[src/rtl/regfile_write_sched.sv]
// regfile_write_sched
//   Register-file writeback scheduler. N_REQ writeback sources share two write
//   ports, reg3 (D_Bus) and reg4 (D_Addr). A round-robin scan hands out up to
//   two grants per cycle. The second grant never targets the same register as
//   the first. Granted writes are registered and appear on the ports one cycle
//   later. pend_mask lets decode stall on read-after-write hazards.
// Ports
//   clk, rst_n          clock, synchronous active-low reset
//   hold                freeze arbitration (no grants this cycle)
//   req_valid/addr/data flat per-requester request bundle, slice i = requester i
//   req_ready           combinational grant (transfer on valid & ready)
//   reg3_* / reg4_*     registered write ports
//   pend_mask           one-hot OR of addresses currently being written
//   conflict_cnt        saturating count of cycles with a collision deferral
module regfile_write_sched #(
  parameter int N_REQ  = 3,
  parameter int ADDR_W = 4,
  parameter int DATA_W = 16
) (
  input  logic                     clk,
  input  logic                     rst_n,
  input  logic                     hold,
  input  logic [N_REQ-1:0]         req_valid,
  input  logic [ADDR_W*N_REQ-1:0]  req_addr,
  input  logic [DATA_W*N_REQ-1:0]  req_data,
  output logic [N_REQ-1:0]         req_ready,
  output logic                     reg3_write,
  output logic [ADDR_W-1:0]        reg3_addr,
  output logic [DATA_W-1:0]        reg3_bus,
  output logic                     reg4_write,
  output logic [ADDR_W-1:0]        reg4_addr,
  output logic [DATA_W-1:0]        reg4_bus,
  output logic [2**ADDR_W-1:0]     pend_mask,
  output logic [7:0]               conflict_cnt
);

  localparam int PTR_W = (N_REQ > 1) ? $clog2(N_REQ) : 1;

  logic [N_REQ-1:0][ADDR_W-1:0] addr_a;
  logic [N_REQ-1:0][DATA_W-1:0] data_a;
  assign addr_a = req_addr;
  assign data_a = req_data;

  logic [PTR_W-1:0]  rr_ptr_q, rr_ptr_d;
  logic              reg3_write_q, reg3_write_d, reg4_write_q, reg4_write_d;
  logic [ADDR_W-1:0] reg3_addr_q, reg3_addr_d, reg4_addr_q, reg4_addr_d;
  logic [DATA_W-1:0] reg3_bus_q, reg3_bus_d, reg4_bus_q, reg4_bus_d;
  logic [7:0]        conflict_cnt_q, conflict_cnt_d;

  logic [N_REQ-1:0]  grant;
  logic              a_vld, b_vld, deferred;
  logic [ADDR_W-1:0] a_addr, b_addr;
  logic [DATA_W-1:0] a_data, b_data;
  logic [PTR_W-1:0]  last_idx, idx;
  int                s;

  // Round-robin scan starting at rr_ptr. A requester whose address matches
  // slot A is only counted as a collision while slot B is still open. Once
  // both slots are full, any remaining requester simply waits for capacity.
  always_comb begin
    grant    = '0;
    a_vld    = 1'b0;
    b_vld    = 1'b0;
    deferred = 1'b0;
    a_addr   = '0;
    b_addr   = '0;
    a_data   = '0;
    b_data   = '0;
    last_idx = rr_ptr_q;
    idx      = '0;
    s        = 0;
    if (rst_n && !hold) begin
      for (int k = 0; k < N_REQ; k++) begin
        s = int'(rr_ptr_q) + k;
        if (s >= N_REQ) s = s - N_REQ;
        idx = PTR_W'(s);
        if (req_valid[idx]) begin
          if (!a_vld) begin
            a_vld       = 1'b1;
            a_addr      = addr_a[idx];
            a_data      = data_a[idx];
            grant[idx]  = 1'b1;
            last_idx    = idx;
          end else if (!b_vld) begin
            if (addr_a[idx] != a_addr) begin
              b_vld      = 1'b1;
              b_addr     = addr_a[idx];
              b_data     = data_a[idx];
              grant[idx] = 1'b1;
              last_idx   = idx;
            end else begin
              deferred = 1'b1;
            end
          end
        end
      end
    end
  end

  always_comb begin
    rr_ptr_d = rr_ptr_q;
    if (a_vld) rr_ptr_d = (last_idx == PTR_W'(N_REQ - 1)) ? '0 : last_idx + 1'b1;

    reg3_write_d = a_vld;
    reg3_addr_d  = a_vld ? a_addr : reg3_addr_q;
    reg3_bus_d   = a_vld ? a_data : reg3_bus_q;
    reg4_write_d = b_vld;
    reg4_addr_d  = b_vld ? b_addr : reg4_addr_q;
    reg4_bus_d   = b_vld ? b_data : reg4_bus_q;

    conflict_cnt_d = conflict_cnt_q;
    if (deferred && conflict_cnt_q != 8'hFF) conflict_cnt_d = conflict_cnt_q + 8'd1;
  end

  // Reset clears the output stage, so a write in flight is dropped.
  always_ff @(posedge clk) begin
    if (!rst_n) begin
      rr_ptr_q       <= '0;
      reg3_write_q   <= 1'b0;
      reg3_addr_q    <= '0;
      reg3_bus_q     <= '0;
      reg4_write_q   <= 1'b0;
      reg4_addr_q    <= '0;
      reg4_bus_q     <= '0;
      conflict_cnt_q <= '0;
    end else begin
      rr_ptr_q       <= rr_ptr_d;
      reg3_write_q   <= reg3_write_d;
      reg3_addr_q    <= reg3_addr_d;
      reg3_bus_q     <= reg3_bus_d;
      reg4_write_q   <= reg4_write_d;
      reg4_addr_q    <= reg4_addr_d;
      reg4_bus_q     <= reg4_bus_d;
      conflict_cnt_q <= conflict_cnt_d;
    end
  end

  always_comb begin
    pend_mask = '0;
    if (reg3_write_q) pend_mask[reg3_addr_q] = 1'b1;
    if (reg4_write_q) pend_mask[reg4_addr_q] = 1'b1;
  end

  assign req_ready    = grant;
  assign reg3_write   = reg3_write_q;
  assign reg3_addr    = reg3_addr_q;
  assign reg3_bus     = reg3_bus_q;
  assign reg4_write   = reg4_write_q;
  assign reg4_addr    = reg4_addr_q;
  assign reg4_bus     = reg4_bus_q;
  assign conflict_cnt = conflict_cnt_q;

endmodule

[config.mk]
export PLATFORM = sky130hd
export DESIGN_NAME = regfile_write_sched
export DESIGN_NICKNAME = d
export VERILOG_FILES = /design/src/rtl/regfile_write_sched.sv
export SDC_FILE = /design/constraint.sdc
export NUM_CORES = 1
export LEC_CHECK = 0
export BUFFER_PORTS_ARGS = -buffer_cell sky130_fd_sc_hd__buf_2
export CAP_MARGIN = 25
export CORE_AREA = 2 2 99 101
export CTS_CLUSTER_SIZE = 25
export DETAILED_ROUTE_END_ITERATION = 8
export DIE_AREA = 0 0 101 103
export GPL_ROUTABILITY_DRIVEN = 0
export PLACE_DENSITY = 0.82
export REMOVE_ABC_BUFFERS = 1
export SYNTH_ARGS = -nofsm -noshare
export SYNTH_HDL_FRONTEND = slang
export SYNTH_SLANG_ARGS = --single-unit
export TNS_END_PERCENT = 50
[constraint.sdc]
create_clock -name clk -period 3.6 [get_ports clk]
set_input_delay 0.54 -clock clk [delete_from_list [all_inputs] [get_ports clk]]
set_output_delay 0.54 -clock clk [all_outputs]
set_load 0.05 [all_outputs]
# Yosys cells after proc, flatten, opt, wreduce, memory -nomap -nowiden
# Index checks and enable logic that the tools add are counted.
[word_totals]
out_inout_bits = 69
register_bits = 52
inputBits = 66
wordCells = 160
[op_classes]
bitwise = 3
addsub = 7
reduce_logical = 8
order_cmp = 13
eq_ne = 4
n_mux = 117
[op_table]
columns = ["op", "n"]
rows = [
  ["2-to-1 mux 16 bit", 20],
  ["binary-select mux 16 bit (select 2 bit)", 3],
  ["2-to-1 mux 4 bit", 20],
  ["2-to-1 mux 3 bit", 12],
  ["2-to-1 mux 1 bit", 34],
  ["2-to-1 mux 2 bit", 17],
  ["binary-select mux 4 bit (select 2 bit)", 3],
  ["OR 16 bit", 1],
  ["less-than comparator 4 x 5 -> 1 bit (second input constant)", 2],
  ["less-than comparator 2 x 3 -> 1 bit (second input constant)", 3],
  ["adder 8 x 1 -> 8 bit (second input constant)", 1],
  ["demux 1 bit (select 4 bit)", 2],
  [">= comparator 4 x 1 -> 1 bit (second input constant)", 2],
  ["inequality test 4 bit", 2],
  ["inequality test 8 bit (second input constant)", 1],
  ["logical AND 1 bit", 7],
  ["binary-select mux 1 bit (select 2 bit)", 3],
  ["demux 1 bit (select 2 bit)", 3],
  [">= comparator 2 x 1 -> 1 bit (second input constant)", 3],
  [">= comparator 3 x 2 -> 1 bit (second input constant)", 2],
  ["OR 3 bit", 2],
  ["subtractor 2 bit (second input constant)", 3],
  ["adder 2 x 1 -> 3 bit (second input constant)", 1],
  ["adder 2 x 2 -> 3 bit (second input constant)", 1],
  ["4 further kinds", 4],
]

# Longest topological paths before layout
[depth]
word_depth = 21
depth_mapped = 16
depth_no_buf = 11

# Least setup slack after synthesis
# Ideal clock, no wire load.
[synth_timing]
path_kind = "register to output"
start = "register rr_ptr_q[0]"
end = "output port req_ready[2]"
path_buffers = 3
required_time_ps = 3060
t_arrival_ps = 3537
stages_incl_launch_ff = 14
setup_slack_ps = -477
path_cell_list = "dfxtp_1 -> inv_1 -> ha_1 -> buf_6 -> and2b_1 -> buf_4 -> o2bb2ai_2 -> nand4_1 -> o22ai_1 -> o22a_1 -> buf_2 -> o21ai_0 -> a211o_1 -> a31oi_1"
[synth_between]
elab_chain_cells = 21
word_cells_on_any_way = 71
cone_classes = "5 x add/sub; 9 x order compare; 2 x eq/ne; 50 x mux; 2 x bitwise; 3 x reduce/logical"
[synth_lines]
columns = ["element", "line", "rtl"]
rows = [
  ["start: declaration", "44", "logic [PTR_W-1:0] rr_ptr_q, rr_ptr_d;"],
  ["start signal: assignment", "127", "rr_ptr_q <= rr_ptr_d;"],
  ["branches (longest 19 deep; another with adder 2 x 1 -> 3 bit)", "--", ""],
  ["2-to-1 mux 3 bit (*)", "77", "if (req_valid[idx]) begin"],
  ["2-to-1 mux 3 bit (*)", "72", "if (rst_n && !hold) begin"],
  ["end: declaration", "26", "output logic [N_REQ-1:0] req_ready,"],
]
# Every way passes the cells marked *. The select of a mux whose other input is x is not followed.

# Final worst setup path
[layout_timing]
start = "register rr_ptr_q[0]"
end = "output port req_ready[1]"
# The elaborated chain is that of the path after synthesis.

==> results.cfg <==
[sta]
worst_slack_ns = -0.159
rsz0062_at_grt = true
report.final.setup_viol = 3
fin_skew_ns = 0.00739
hold_viol = 0
slew_headroom_pct = 59.8
slew_violations = 0
fin_crit_sh_pct = 104
fin_crit_ns = 3.76
max_freq_ghz = 0.266
worst_slew_pin_slew_ns = 0.597
tns_ns = -0.431

[clock_network]
insertion_delay_ns = 0.33
path_clk_slew_ns = 0.09
tritoncts = yes
clockBufferDepth = 2
clock-sinks = 52
htree_levels = 2
cts_inserted_buffers = 5
cts_root_buffer = clkbuf_8

[setup_path]
rrSetupSlack_ns = 0.16
reg2regPathDepth = 14
cpPeakStageDelay_ns = 0.36
crit_chain = inv_2 > ha_4 > buf_8 > mux2i_4 > a2bb2oi_1 > nand4_1 > o22ai_2 > buf_4 > o21ai_2 > o21a_1 > a21oi_1 > a21oi_1 > buf_4
crit_cells = 13
path_buf_inv = 4
crit_path_top_delay_cell = dfxtp_2
r2r-start = rr_ptr_q[0]
required_ns = 3.06
crit_type = flop to output pin
worstPathArrival_ns = 3.22
crit_path_end_kind = output pin
critPathLaunch = rr_ptr_q[0]
critPathTopFamily = compound AO/OA/AOI/OAI gates
path_max_fanout = 8
r2r-end = conflict_cnt[5]
worst_setup_path_start_kind = flop

[yosys]
synthesis.area_sq_um = 4550
avgSynthCellArea_sq_um = 7.23
synth_cell_types = 64
seq_area_frac_synth_pct = 22.9
syn_inst = 629
synth_top_family_by_area = compound AO/OA/AOI/OAI gates
synthArstFlopShare_pct = 0
synth-edff-count = 0
ys_warn_count = 0
synth_xor_area_share_pct = 1.93
muxShareOfSynthArea_pct = 8.04
yosys.area_share.adder_pct = 1.38
synth-seq-cells = 52
yosys.area_share.simple_pct = 20.1
synth_compound_gate_area_share_pct = 39.4
synth_ff_type = dfxtp_1

[finish]
layout.nets = 849
seq_area_sq_um = 1050
n_fill_cell = 797
multi_input_area_sq_um = 3540
diodes = 0
drive_above_1_share_pct = 33.8
synthToLayoutAreaGrowth_pct = 32.8

[min_path]
holdPathEnd = reg3_bus[6]
hp-class = flop to flop
worstHoldStart = reg3_bus[6]
hold_depth = 2

[grt]
grt_pass1_vias = 5343
grt_overflow = 0
grt_use_total_pct = 29.6
grt_max_degree = 42
grt_pass1_wl_mm = 24.9
antenna_found_initial = 0

[route]
vias = 5991
drt_wl_total_mm = 18.0
route.detailed.drc = 0
ant_nets = 0
drt-initial-drc-count = 818
wire_per_inst_microns = 20.2
avgViaCountPerCell = 6.72
dr.pass1.iters = 6

[placement]
dpl_worst_slack_ns = 0.0417
portBuffers = 134
place_hpwl_mm = 11.3

[floorplan]
die_y_microns = 103
die_width_microns = 101
die_area_sq_um = 10400
fp-row-count = 36
io_pins = 135
start_util_pct = 48.1
coreArea_sq_um = 9460

[power_and_ir_drop]
ir_worst_vdd_mv = 0.437
p_total_mw = 5.64
power_density_nw_per_um2 = 934
p_leak_nw = 2.50

[run_status]
violations = setup timing
status = finished, violations left

[job]
maxCapViolCount = 0
==> state kept, by name, indices dropped and copies added, names as in the netlist <==
signal,cells
reg4_write,1
conflict_cnt,8
rr_ptr_q,2
reg3_write,1
reg4_bus,16
reg3_addr,4
reg3_bus,16
reg4_addr,4
==> final cells by class <==
type	count	area share, %
Clock inverter	1	0.0829
Timing Repair Buffer	195	19.9
Multi-Input combinational cell	516	58.6
Clock buffer	6	1.20
Sequential cell	52	17.3
Inverter	8	0.539
Tap cell	114	2.36
==> worst max path at each step <==
| stage | to | slack [ns] |
|---|---|---|
| 4_1_cts | req_ready[0] | -0.006 |
| 2_1_floorplan | req_ready[2] | -2.08 |
| 3_3_place_gp | req_ready[2] | 0.15 |
| 5_1_grt | req_ready[1] | -0.28 |
| 3_5_place_dp | req_ready[2] | 0.04 |
| 6_report | req_ready[1] | -0.16 |
==> through the flow <==
stage               utilization (%)  hold slack (ns)  area [sq um]  std cells
floorplan                         -            0.537          4290        576
global placement               57.4            0.449          5430        863
detailed placement             57.5            0.459          5440        864
CTS                            60.2            0.478          5690        876
global route                   63.8            0.502          6040        892
finish                         63.8            0.474          6040        892
==> cells in the mapped netlist (2+ instances only) <==
cell type,n,area [sq um]
nand2b_1,11,68.8
nor2b_1,16,100
dfxtp_1,52,1040
o2bb2ai_1,4,35.0
a22oi_1,4,30.0
buf_1,11,41.3
buf_4,5,37.5
nand4_1,2,12.5
or3b_2,2,17.5
nand3_1,24,120
o211a_1,2,20.0
o21a_1,3,22.5
and2b_1,3,22.5
and2_1,5,31.3
o32ai_1,2,17.5
a31oi_1,2,12.5
o22a_1,3,26.3
xnor2_1,5,43.8
or2_2,2,12.5
buf_2,8,40.0
nand3b_1,7,52.6
clkbuf_1,25,93.8
o2bb2ai_2,4,60.1
a2bb2oi_1,4,35.0
o32a_1,13,130
nand2_1,40,150
o211ai_1,8,60.1
o21ai_0,69,345
ha_1,5,62.6
o22ai_1,20,125
o221ai_1,19,166
mux2i_1,34,340
inv_1,7,26.3
xor2_1,5,43.8
a21oi_1,100,500
buf_6,4,45.0
nor2_1,69,259
nor3_1,4,20.0
==> placed cells by master, fill, tap and decap left out, types with 4 or more instances in the layout <==
| cell type | count |
|---|---|
| clkbuf_8 | 5 |
| o22ai_1 | 19 |
| buf_2 | 131 |
| o211ai_1 | 8 |
| nor2_1 | 66 |
| o32a_1 | 13 |
| dfxtp_1 | 50 |
| nand3b_1 | 7 |
| nand3_1 | 24 |
| o221ai_1 | 19 |
| mux2i_1 | 25 |
| o21ai_0 | 65 |
| and2_1 | 5 |
| mux2i_2 | 5 |
| inv_1 | 5 |
| mux2i_4 | 5 |
| xnor2_1 | 5 |
| o2bb2ai_4 | 4 |
| nand2_1 | 38 |
| buf_4 | 54 |
| nand2b_1 | 11 |
| nor2b_1 | 16 |
| a21oi_1 | 99 |
| buf_6 | 6 |
| nor3_1 | 4 |
==> cell families after synthesis <==
family                     after synthesis
AOI/OAI and AO/OA                      274
and+or+nand+nor                        191
DFF                                     52
xor gates and xnor gates                10
muxes                                   36
adders and majority gates                5
buffers and inverters                   61
==> worst register-to-register path: stages, from the launching register on <==
cell	delay, ns
dfxtp_2	0.36
inv_2	0.06
ha_4	0.32
buf_4	0.16
buf_6	0.27
inv_1	0.12
a21boi_0	0.30
o22ai_1	0.16
nand2_1	0.13
buf_4	0.29
o21ai_0	0.27
a41oi_2	0.37
nand3_1	0.18
nor2_1	0.17
mux2i_1	0.22
==> report_power, final <==
part / leakage, nW / switching (mW) / internal [mW]
registers: 0.426 / 0.101 / 0.721
clock network: 0.0410 / 0.201 / 0.133
logic: 2.04 / 2.84 / 1.64
==> routing by layer <==
metal / up-vias / GRT usage [%] / wire (microns)
met2: 465 / 53.2 / 8500
met3: 120 / 4.88 / 1880
li1: 2641 / - / -
met5: - / 0 / 0
met1: 2765 / 34.7 / 6650
met4: 0 / 13.1 / 993
==> repair_timing <==
action / in CTS / in global routing
pin swaps: 10 / 15
buffers inserted: 5 / 16
resized for setup: 30 / 44
endpoints found under the setup margin: 3 / 11
hold buffers: 0 / 0
Note: power is estimated with default switching activity, not from simulation.
